$ cat src/rtl/bcd2bin.sv
// Sequential packed-BCD to binary converter: one digit per cycle, MS digit first.
// Define BCD2BIN_ERR_EN to flag captured digits above 9 on err.
module bcd2bin #(
    parameter int DIGITS = 3,
    parameter int WIDTH  = 10
) (
    input  logic                clk,
    input  logic                rst,
    input  logic                in_valid,
    output logic                in_ready,
    input  logic [4*DIGITS-1:0] bcd,
    output logic                out_valid,
    input  logic                out_ready,
    output logic [WIDTH-1:0]    bin,
    output logic                err
);

    localparam int CNT_W = (DIGITS > 1) ? $clog2(DIGITS) : 1;
    localparam logic [CNT_W-1:0] LAST_CNT = CNT_W'(DIGITS - 1);

    localparam logic [1:0] IDLE = 2'd0;
    localparam logic [1:0] CONV = 2'd1;
    localparam logic [1:0] DONE = 2'd2;

    logic [1:0]          state_q, state_d;
    logic [4*DIGITS-1:0] bcd_q,   bcd_d;
    logic [WIDTH-1:0]    acc_q,   acc_d;
    logic [CNT_W-1:0]    cnt_q,   cnt_d;
    logic [3:0]          digit;

    // The captured word shifts left each CONV cycle, so the top nibble is always the next digit.
    assign digit = bcd_q[4*DIGITS-1 -: 4];

    always_comb begin
        state_d = state_q;
        bcd_d   = bcd_q;
        acc_d   = acc_q;
        cnt_d   = cnt_q;
        case (state_q)
            IDLE: begin
                if (in_valid) begin
                    bcd_d   = bcd;
                    acc_d   = '0;
                    cnt_d   = '0;
                    state_d = CONV;
                end
            end
            CONV: begin
                acc_d = (acc_q << 3) + (acc_q << 1) + WIDTH'(digit);
                bcd_d = bcd_q << 4;
                cnt_d = cnt_q + 1'b1;
                if (cnt_q == LAST_CNT) begin
                    cnt_d   = '0;
                    state_d = DONE;
                end
            end
            DONE: begin
                if (out_ready) state_d = IDLE;
            end
            default: state_d = IDLE;
        endcase
    end

    // NOTE: state registers use non-blocking assignments so every flop samples pre-edge values.
    always_ff @(posedge clk or negedge rst) begin
        if (!rst) begin
            state_q <= IDLE;
            bcd_q   <= '0;
            acc_q   <= '0;
            cnt_q   <= '0;
        end else begin
            state_q <= state_d;
            bcd_q   <= bcd_d;
            acc_q   <= acc_d;
            cnt_q   <= cnt_d;
        end
    end

`ifdef BCD2BIN_ERR_EN
    logic err_q, err_d;

    always_comb begin
        err_d = err_q;
        if (state_q == IDLE && in_valid) err_d = 1'b0;
        else if (state_q == CONV)        err_d = err_q | (digit > 4'd9);
    end

    always_ff @(posedge clk or negedge rst) begin
        if (!rst) err_q <= 1'b0;
        else      err_q <= err_d;
    end

    assign err = out_valid & err_q;
`else
    assign err = 1'b0;
`endif

    // in_ready is masked while reset is held so every output reads 0 during reset.
    assign in_ready  = (state_q == IDLE) & rst;
    assign out_valid = (state_q == DONE);
    assign bin       = out_valid ? acc_q : '0;

endmodule

$ cat config.mk
export PLATFORM = sky130hd
export DESIGN_NAME = bcd2bin
export DESIGN_NICKNAME = d
export VERILOG_FILES = /design/src/rtl/bcd2bin.sv
export SDC_FILE = /design/constraint.sdc
export NUM_CORES = 1
export LEC_CHECK = 0
export CAP_MARGIN = 20
export CORE_MARGIN = 2
export CORE_UTILIZATION = 35
export DETAILED_ROUTE_END_ITERATION = 16
export GPL_TIMING_DRIVEN = 0
export SLEW_MARGIN = 25
export SYNTH_ARGS = -nofsm -noshare
export SYNTH_HDL_FRONTEND = slang
export SYNTH_SLANG_ARGS = --single-unit
$ cat constraint.sdc
create_clock -name clk -period 2.4 [get_ports clk]
set_input_delay 0.72 -clock clk [delete_from_list [all_inputs] [get_ports clk]]
set_output_delay 0.72 -clock clk [all_outputs]
set_load 0.01 [all_outputs]
==> metrics <==
status complete, no violations; Reg2Reg Setup Slack 0.12 ns; Starting DRT DRC Count 49; crit path max fanout 10; Crit path required time 1.68 ns; Ys Warns 0; H-tree depth 1; Clock Power Share 9.8%; FF+latch area 651.9 µm²; Non-Filler Instances 263; Netlist cell types 36; Flop pwr share 31.2%; hpwl dp 2701 µm; Yosys reg bits 26; GRT Util Overall 15.46%; WS Path Type flip-flop to output port; critical path, cell by cell buf_6 > nor2b_2 > clkbuf_8 > clkdlybuf4s50_1; Worst Hold Class primary input to asynchronous set/reset pin; Lkg Pwr 1.026 nW; Setup TNS Final 0 ns; antenna viol nets, final 0; clk_skew 0.001484 ns; design area 0.002048 mm²; Yosys top cell by area dfrtp_1; area of the multi-input gates 908.4 µm²; drt via density 4.996; worst r2r src acc_q[0]; vias 1314; initial antenna violation count 0; Final Hold Viols 0; GPL Wtd Cong 0.8612; port bufs 27; Sw Ratio 43.30%; CP arrival 1.57 ns; worst rel slew slack 65.83%; vias in the first global route 1341; cell family with most CP delay buffers and inverters; post-synthesis sequential area ratio 39.36%; CTS tree done; setup violators final 0; DR WL/cell 13.57 µm; core area 0.004629 mm²; Worst-path clk slew 0.09 ns; DIE WIDTH 72.72 µm; first-pass GRT wire length 6320 µm; critical path buffer and inverter count 3; DRT Pass-1 Iters 4; switching pwr 1.075 mW; Gate power share 59.0%; CP endpoint kind output port; CTS Hold Bufs 0; CTS Buf Count 3; Routed WL 3570 µm; layout overhead on the synthesized area 23.92%; max_cap viols 0; Remaining Overflow, GRT 0; power per cell area 1212 mW/mm²; most frequent cells in the layout dfrtp_1 (25), nand2_1 (17), o21ai_0 (17), a21oi_1 (16), clkdlybuf4s50_1 (15); Pins Over Slew Limit 0; Clock Tree Root clkbuf_8; RSZ-0062 raised after global routing no; final critical-path share of the clock period 95.40%; clk buf depth 2; reg2reg end acc_q[8]; FMAX 436.8 MHz; Initial Utilization 35.70%; Yosys top cell area share 39.36%; syn nets 209; Peak VDD IR 0.0003637 V; Residual DRC 0; length in cells of the worst reg-to-reg path 8; fraction of layout cells with a size suffix above 1 7.656%; Post-DP Area 0.001986 mm²; standard-cell rows 25; Area contributors post-synth dfrtp_1 (39%), ha_1 (11%), a21oi_1 (5.1%); Die ar. 0.005288 mm²; final period demand of the worst path 2.290 ns; Mapped Avg Cell Area 9.338 µm²; critical path's largest stage delay 0.53 ns; chip height 72.72 µm; clk_lat worst skew 0.27 ns; Synth Cell Area 0.001653 mm²; Clock Sinks 26; fillers 480; Gate Count Post-Synth 177; pin count of the biggest net entering global routing 28; ANT cells 0; hold_ws 0.3486 ns; Top-Level Pins 29; # placed instances 258; Tot Pwr 2.483 mW; Crit-path slowest cell clkdlybuf4s50_1; most common cell after layout, fill and taps aside dfrtp_1; internal cell power 1.408 mW; CP Launch Type flip-flop; Final nets 243; measured slew at the worst slew-check pin 0.5126 ns
## worst reg2reg max path, stage by stage (launching register included)
cell and delay, ns:
dfrtp_1 0.39, inv_1 0.09, fa_1 0.50, inv_1 0.07, fa_1 0.46, a21o_1 0.22, a31oi_1 0.22, or4_1 0.14
nand3_1 0.07
## how the worst max path moves through the flow
stage                     slack, ns  depth (start not counted)   endpoint       start
after floorplan                0.32                          8   acc_q[6]    acc_q[0]
after global placement        -1.25                          3   in_ready         rst
after detailed placement      -0.38                          3   in_ready         rst
after CTS                      0.05                          4   in_ready  state_q[0]
after global routing          0.003                          4   in_ready  state_q[0]
final                          0.11                          4  out_valid  state_q[1]
## power by group through the flow
stage | Clock [mW] | Sequential, mW | Combinational [mW]
finish | 0.244 | 0.774 | 1.47
global route | 0.271 | 0.802 | 1.70
CTS | 0.258 | 0.784 | 1.44
detailed placement | 0 | 0.790 | 1.44
global placement | 0 | 0.787 | 1.42
floorplan | 0 | 0.741 | 1.09
## synthesized netlist by cell type
library cell / n
dfrtp_1: 26
a21oi_1: 17
nand2_1: 17
o21ai_0: 17
ha_1: 14
inv_1: 10
and2_1: 8
and3b_1: 8
nor2b_1: 8
clkbuf_1: 6
a22o_1: 4
a21o_1: 3
a31oi_1: 3
nand3_1: 3
nor2_1: 3
xnor2_1: 3
a32oi_1: 2
buf_2: 2
buf_6: 2
fa_1: 2
nor3_1: 2
or4_1: 2
xor2_1: 2
a211o_1: 1
and3_1: 1
and4_1: 1
buf_4: 1
conb_1: 1
nand2b_4: 1
nand3b_1: 1
nor3b_1: 1
o21a_1: 1
o21bai_1: 1
o22a_1: 1
o22ai_1: 1
o31ai_1: 1
## layer usage
layer	up-vias	GRT usage [%]	part of all wire, %
met4	0	5.556	1.8
met2	15	24.55	45
li1	681	-	-
met3	4	1.657	1.7
met1	614	21.82	51
met5	-	0	0
## sequential cells by signal, indices dropped and copies added (netlist names)
register and cells:
bcd_q 12, cnt_q 2, state_q 2, acc_q 10
## area by class of cell
type | count | area share (%)
Buffer | 11 | 3.543
Timing Repair Buffer | 29 | 13.13
Multi-Input combinational cell | 130 | 44.35
Clock buffer | 3 | 2.016
Tap cell | 54 | 3.299
Sequential cell | 26 | 31.83
Inverter | 10 | 1.833
## through the flow
stage	worst slack (ns)	utilization, %
global placement	-1.251	43.00
global route	0.002814	44.24
finish	0.1105	44.24
floorplan	0.3243	-
detailed placement	-0.3829	42.89
CTS	0.04850	43.78
## cells by family (layout without fill, tap and decap cells)
family | Yosys count | in the layout | share of synthesized area (%)
AND/OR/NAND/NOR | 56 | 56 | 19.91
AO/OA/AOI/OAI | 52 | 52 | 18.77
flip-flops | 26 | 26 | 39.36
buffers and inverters | 21 | 53 | 6.056
adder cells (fa/ha/maj) | 16 | 16 | 13.02
XOR/XNOR | 5 | 5 | 2.650
other | 1 | 1 | 0.2269
## repair_timing
item | 4_1_cts | 5_1_grt
setup buffers | 0 | 2
endpoints found under the setup margin | 12 | 3
hold endpoints to repair | 0 | 0
gates cloned | 0 | 0
gates resized for setup | 16 | 2
(Power assumes the default switching activity.)
